`config.mk`:
```
export PLATFORM = sky130hd
export DESIGN_NAME = imem_loader
export DESIGN_NICKNAME = d
export VERILOG_FILES = /design/src/rtl/imem_loader.sv
export SDC_FILE = /design/constraint.sdc
export NUM_CORES = 1
export LEC_CHECK = 0
export CORE_AREA = 8 8 130 132
export DETAILED_ROUTE_END_ITERATION = 10
export DIE_AREA = 0 0 138 140
export PLACE_DENSITY = 0.65
export SLEW_MARGIN = 20
export SYNTH_ARGS = -nofsm -noshare
export SYNTH_HDL_FRONTEND = slang
export SYNTH_SLANG_ARGS = --single-unit
```
`constraint.sdc`:
```
create_clock -name clk -period 2.8 [get_ports clk]
set_clock_uncertainty 0.1 [all_clocks]
set_input_delay 0.28 -clock clk [delete_from_list [all_inputs] [get_ports clk]]
set_output_delay 0.28 -clock clk [all_outputs]
set_load 0.01 [all_outputs]
```
`src/rtl/imem_loader.sv`:
```
// Program loader: parses a word-count header from a byte stream, writes big-endian
// 32-bit words into instruction memory at +4 steps and checks a trailing XOR byte.
module imem_loader #(
  parameter logic [31:0] BASE_ADR  = 32'd0,
  parameter int          MAX_WORDS = 50
) (
  input  logic        clk,
  input  logic        rst,
  input  logic        start,
  input  logic [7:0]  rx_data,
  input  logic        rx_valid,
  output logic        rx_ready,
  output logic        wr_en,
  output logic [31:0] wr_adr,
  output logic [31:0] wr_data,
  output logic        busy,
  output logic        done,
  output logic        err,
  output logic        cpu_rst
);

  localparam logic [2:0] IDLE   = 3'd0;
  localparam logic [2:0] HDR_HI = 3'd1;
  localparam logic [2:0] HDR_LO = 3'd2;
  localparam logic [2:0] DATA   = 3'd3;
  localparam logic [2:0] CHK    = 3'd4;
  localparam logic [2:0] DONE   = 3'd5;
  localparam logic [2:0] ERR    = 3'd6;

  localparam logic [15:0] MAX_W = 16'(MAX_WORDS);

  logic [2:0]  state;
  logic [15:0] cnt;
  logic [15:0] wcnt;
  logic [1:0]  bcnt;
  logic [7:0]  csum;
  logic [23:0] shreg;
  logic        acc;
  logic [15:0] hdr_cnt;

  assign rx_ready = (state == HDR_HI) || (state == HDR_LO) ||
                    (state == DATA)   || (state == CHK);
  assign acc      = rx_valid && rx_ready;
  assign hdr_cnt  = {cnt[15:8], rx_data};

  always_ff @(posedge clk) begin
    if (rst) begin
      state   <= IDLE;
      cnt     <= '0;
      wcnt    <= '0;
      bcnt    <= '0;
      csum    <= '0;
      shreg   <= '0;
      wr_en   <= 1'b0;
      wr_adr  <= '0;
      wr_data <= '0;
      busy    <= 1'b0;
      done    <= 1'b0;
      err     <= 1'b0;
      cpu_rst <= 1'b1;
    end else begin
      wr_en <= 1'b0;
      case (state)
        IDLE, DONE, ERR: begin
          if (start) begin
            state   <= HDR_HI;
            cnt     <= '0;
            wcnt    <= '0;
            bcnt    <= '0;
            csum    <= '0;
            done    <= 1'b0;
            err     <= 1'b0;
            busy    <= 1'b1;
            cpu_rst <= 1'b1;
          end
        end
        HDR_HI: begin
          if (acc) begin
            cnt[15:8] <= rx_data;
            csum      <= csum ^ rx_data;
            state     <= HDR_LO;
          end
        end
        HDR_LO: begin
          if (acc) begin
            cnt  <= hdr_cnt;
            csum <= csum ^ rx_data;
            if (hdr_cnt == 16'd0) begin
              state <= CHK;
            end else if (hdr_cnt > MAX_W) begin
              // oversize image: abort before touching memory, keep the CPU held
              state <= ERR;
              err   <= 1'b1;
              busy  <= 1'b0;
            end else begin
              state <= DATA;
            end
          end
        end
        DATA: begin
          if (acc) begin
            csum  <= csum ^ rx_data;
            shreg <= {shreg[15:0], rx_data};
            bcnt  <= bcnt + 2'd1;
            if (bcnt == 2'd3) begin
              wr_en   <= 1'b1;
              wr_adr  <= BASE_ADR + {14'd0, wcnt, 2'b00};
              wr_data <= {shreg, rx_data};
              wcnt    <= wcnt + 16'd1;
              if (wcnt == cnt - 16'd1) state <= CHK;
            end
          end
        end
        CHK: begin
          if (acc) begin
            busy <= 1'b0;
            if (rx_data == csum) begin
              state   <= DONE;
              done    <= 1'b1;
              cpu_rst <= 1'b0;
            end else begin
              state <= ERR;
              err   <= 1'b1;
            end
          end
        end
        default: state <= IDLE;
      endcase
    end
  end

endmodule

```
Word level (Yosys, flattened, before mapping):

Cells that the tools add are included.

* register bits: 122
* bits of input ports: 12
* logic and storage cells: 114
* output and inout bits: 70

* mux-type cells: 45
* equal/unequal tests: 21
* bitwise logic cells: 4
* add/sub/neg operators: 3
* reduce and logical (&&, ||, !) cells: 26
* magnitude comparators: 1

Operators with widths (number)
* $mux 16: 3
* $mux 8: 4
* $pmux 16 s2: 1
* $pmux 8 s2: 2
* $mux 3: 9
* $pmux 8 s3: 1
* $add 16x1->16 const B: 1
* $eq 16x16->1: 1
* $gt 16x6->1 const B: 1
* $logic_not 16->1: 1
* $mux 1: 16
* $sub 16x1->16 const B: 1
* $pmux 3 s5: 1
* $ne 2x2->1 const B: 7
* $reduce_and 7->1: 2
* $reduce_and 3->1: 4
* $reduce_and 4->1: 3
* $ne 2x1->1 const B: 5
* $reduce_bool 2->1: 5
* $eq 3x3->1 const B: 3
* $reduce_or 3->1: 3
* $eq 8x8->1: 1
* $xor 8x8->8: 1
* $eq 3x2->1 const B: 2
* other kinds (14): 22

Longest topological paths before layout:

* word-level depth: 7
* mapped depth: 10
* mapped depth without buffers: 9

Worst setup path after synthesis:

Ideal clock, no wire load.

* kind: register to register
* from: reg cnt[0]
* to: reg state[2]
* buffers on the path: 0
* library setup time: 0.086 ns
* data arrival time: 2.209 ns
* stages on the path, launching flop included: 10
* setup slack: 0.405 ns
* period minus slack after synthesis: 2.395 ns
* data required time: 2.614 ns
* cells stage by stage: dfxtp_1 inv_1 ha_1 nor4b_4 nand4_1 xnor2_1 o21ai_1 or4b_4 or2_0 a221oi_2

* cells in the longest elaborated chain, start to end: 4

Ends and longest elaborated chain
* from (decl): line 33 `logic [15:0] cnt;`
* from (signal assigned): line 86 `cnt <= hdr_cnt;`
* $sub 16x1->16: line 110 `if (wcnt == cnt - 16'd1) state <= CHK;`
* $eq 16x16->1: line 110
* $ne 2x1->1 (no source line)
* $reduce_and 7->1 (no source line)
* to (signal assigned): line 110
* to (signal assigned): line 118 `state <= DONE;`
* to (signal assigned): line 122 `state <= ERR;`
* to (decl): line 32 `logic [2:0] state;`

No other way between the ends.
A chain may end at the register's enable or synchronous reset.

Final worst setup path:

Same ends and word-level chain as after synthesis.

==> flow_metrics.tcl <==
set metrics [dict create \
    status "finished, final reports clean" \
    synthCells 718 \
    grt_pass1_vias 4559 \
    setup_violations 0 \
    start_util_pct 38.1 \
    port_buffers 65 \
    clockRootBuffer "clkbuf_16" \
    hpwl_um 9980 \
    worstPathMaxFanout 5 \
    async_reset_ff_share_pct 0 \
    syn_avg_cell_area_um2 7.88 \
    core_area_mm2 0.0149 \
    ant_nets 0 \
    remaining_drc_errors 0 \
    gp_congestion 0.889 \
    die_h_um 140 \
    max-slew-margin-rel_pct 61.8 \
    post_cts_buffers 0 \
    post_synth_num_cell_types 58 \
    syn_area_mm2 0.00566 \
    antennaDiodeCount 0 \
    synthFlopType "dfxtp_1" \
    startpoint_type "flop" \
    rsz0062_at_grt "false" \
    synth_warnings 0 \
    cts_buffer_depth 2 \
    dieArea_mm2 0.0193 \
    timing.final.crit_period_ns 2.62 \
    drt_iter0_markers 338 \
    yosysTopAreaCell "dfxtp_1" \
    chipWidth_um 138 \
    p_leak_nw 2.48 \
    grt_antenna_before_repair 0 \
    overflow 0 \
    worst_pin_slew_ns 0.571 \
    numCtsBuffers 17 \
    yosys_register_bits 122 \
    power.density_mw_per_mm2 787 \
    first_pass_iters 4 \
    hold_class "input port to flop" \
    layoutNonFillerInstCount 978 \
    cts_tree "built" \
    path_cells "inv_1, ha_1, nor4b_4, nand4_1, xnor2_1, o21ai_1, or4b_4, or2_0, a221oi_2" \
    period_share_pct 93.6 \
    clock_latency_ns 0.42 \
    rows 45 \
    ctsHtreeMaxLevel 4 \
    netlist_top_cells_area "dfxtp_1 (43%), nand2_1 (11%), a21oi_1 (9.3%)" \
    slew_violations 0 \
    synth.top_cell.area_share_pct 43.2 \
    grtUsageTotal_pct 15.2 \
    ios 82 \
    end_kind "flop" \
    vdd_drop_max_mv 0.520 \
    clkSinkCount 122 \
    hold_buffers 0 \
    post_cts_resized 0 \
    wl_per_cell_um 15.0 \
    clk_pin_slew_ns 0.06 \
    vias 4945 \
    nets 792 \
    crit_arrival_ns 2.86 \
    critPathMaxStageDelay_ns 0.53 \
    synth_edf_count 0 \
    drive_gt1_share_pct 9.75 \
    seq_area_frac_synth_pct 43.2 \
    required_ns 3.04 \
    drv_cap 0 \
    r2r_slack_ns 0.18 \
    crit_type "flop to flop" \
    viasPerCell 5.06 \
    tns_ns 0 \
    grt_pass1_wl_um 24000 \
    crit_path_top_delay_cell "or4b_4" \
    max_freq_mhz 381 \
    drt-total-wl_um 14700 \
    place_inst 946 \
    area_growth_pct 25.4 \
    grt_max_degree 105 \
    hold_violations 0 \
]
[per-stage QoR]
| step | setup slack, ns | utilization, % | hold slack (ns) | power [mW] | cell area (um2) |
|---|---|---|---|---|---|
| after floorplan | 0.405 | - | 0.332 | 2.90 | 5720 |
| after global placement | 0.291 | 43.4 | 0.337 | 3.23 | 6450 |
| after detailed placement | 0.223 | 43.4 | 0.341 | 3.23 | 6450 |
| after CTS | 0.208 | 47.8 | 0.218 | 5.62 | 7100 |
| after global routing | 0.0183 | 47.8 | 0.250 | 5.84 | 7100 |
| final | 0.178 | 47.8 | 0.235 | 5.59 | 7100 |
[worst max-delay path: cells and delay by family, from the launching register on]
kind            cells  cell delay, ns
compound gates      2            0.34
xor+xnor            1            0.19
simple gates        4            1.26
flops               1            0.35
buf+inv             1            0.07
fa+ha+maj           1            0.23
[synthesized netlist by cell type (all sizes together) (2+ instances only)]
library cell / count
o21a: 4
nand3: 29
nor3b: 8
nor2b: 4
a21oi: 105
inv: 18
and3: 2
nor4b: 2
and2: 5
o2111ai: 5
nor3: 11
a22oi: 9
a31oi: 4
nor2: 44
a221oi: 2
nand2: 172
mux2: 3
nand2b: 6
mux2i: 3
a21o: 4
o211ai: 3
xor2: 22
buf: 27
ha: 3
o21ai: 15
nor4: 7
clkbuf: 38
or3: 5
dfxtp: 122
xnor2: 19
nand4: 5
[worst paths after layout]
kind,depth (start not counted),startpoint,to
min reg2reg,2,done$_SDFFE_PP0P_,done$_SDFFE_PP0P_
max,9,cnt[0]$_SDFFE_PP0P_,state[2]$_SDFFE_PP0P_
max reg2reg,9,cnt[0]$_SDFFE_PP0P_,state[2]$_SDFFE_PP0P_
min,3,rst,err$_SDFFE_PP0P_
[where the power goes]
group / switching [mW] / internal, mW
sequential: 0.150 / 1.84
clock: 0.793 / 1.58
combinational: 0.690 / 0.539
total: 1.63 / 3.95
[metal layers]
layer / routed length [um] / track usage [%] / up-vias / share of wire, %
li1: - / - / 2505 / -
met1: 7000 / 19.6 / 2312 / 48
met2: 6580 / 22.9 / 112 / 45
met3: 865 / 4.97 / 16 / 5.9
met4: 226 / 5.78 / 0 / 1.5
met5: 0 / 0 / - / 0
[placed cells by master, fill, tap and decap left out, types with 6 or more instances in the layout]
master	n
o21ai_0	13
nor4_1	6
buf_4	26
nand3_1	28
nand2_1	172
nand2b_1	6
xor2_1	22
clkbuf_16	17
xnor2_1	19
a21oi_1	105
nor3b_1	8
conb_1	16
nor3_1	9
clkdlybuf4s50_1	64
dfxtp_1	122
a22oi_1	9
inv_1	18
nor2_1	44
[flip-flops by register name (all words and copies together), names as in the netlist]
signal,cells
wr_data,32
shreg,24
cnt,16
wcnt,16
wr_adr,16
csum,8
state,3
bcnt,2
busy,1
cpu_rst,1
done,1
err,1
wr_en,1
[cells by family (layout without fill, tap and decap cells)]
kind of cell               count (synthesis)  in the layout  synth area share (%)
AOI/OAI and AO/OA                        158            158                  16.3
xor gates and xnor gates                  41             41                  6.35
adders and majority gates                  3              3                 0.663
buffers and inverters                     84            141                  7.49
DFF                                      122            122                  43.2
muxes                                      6              6                  1.13
other                                      1             16                0.0663
and+or+nand+nor                          303            303                  24.8
[layout make-up]
class                   count  area (um2)
flip-flops and latches    122        2440
inverters                  18        67.6
multi-input cells         527        2850
clock buffers              21         480
repair buffers             91         856
clock inverters            11         166
fillers                  1453        7770
well taps                 188         235
Note: power is estimated with default switching activity, not from simulation.
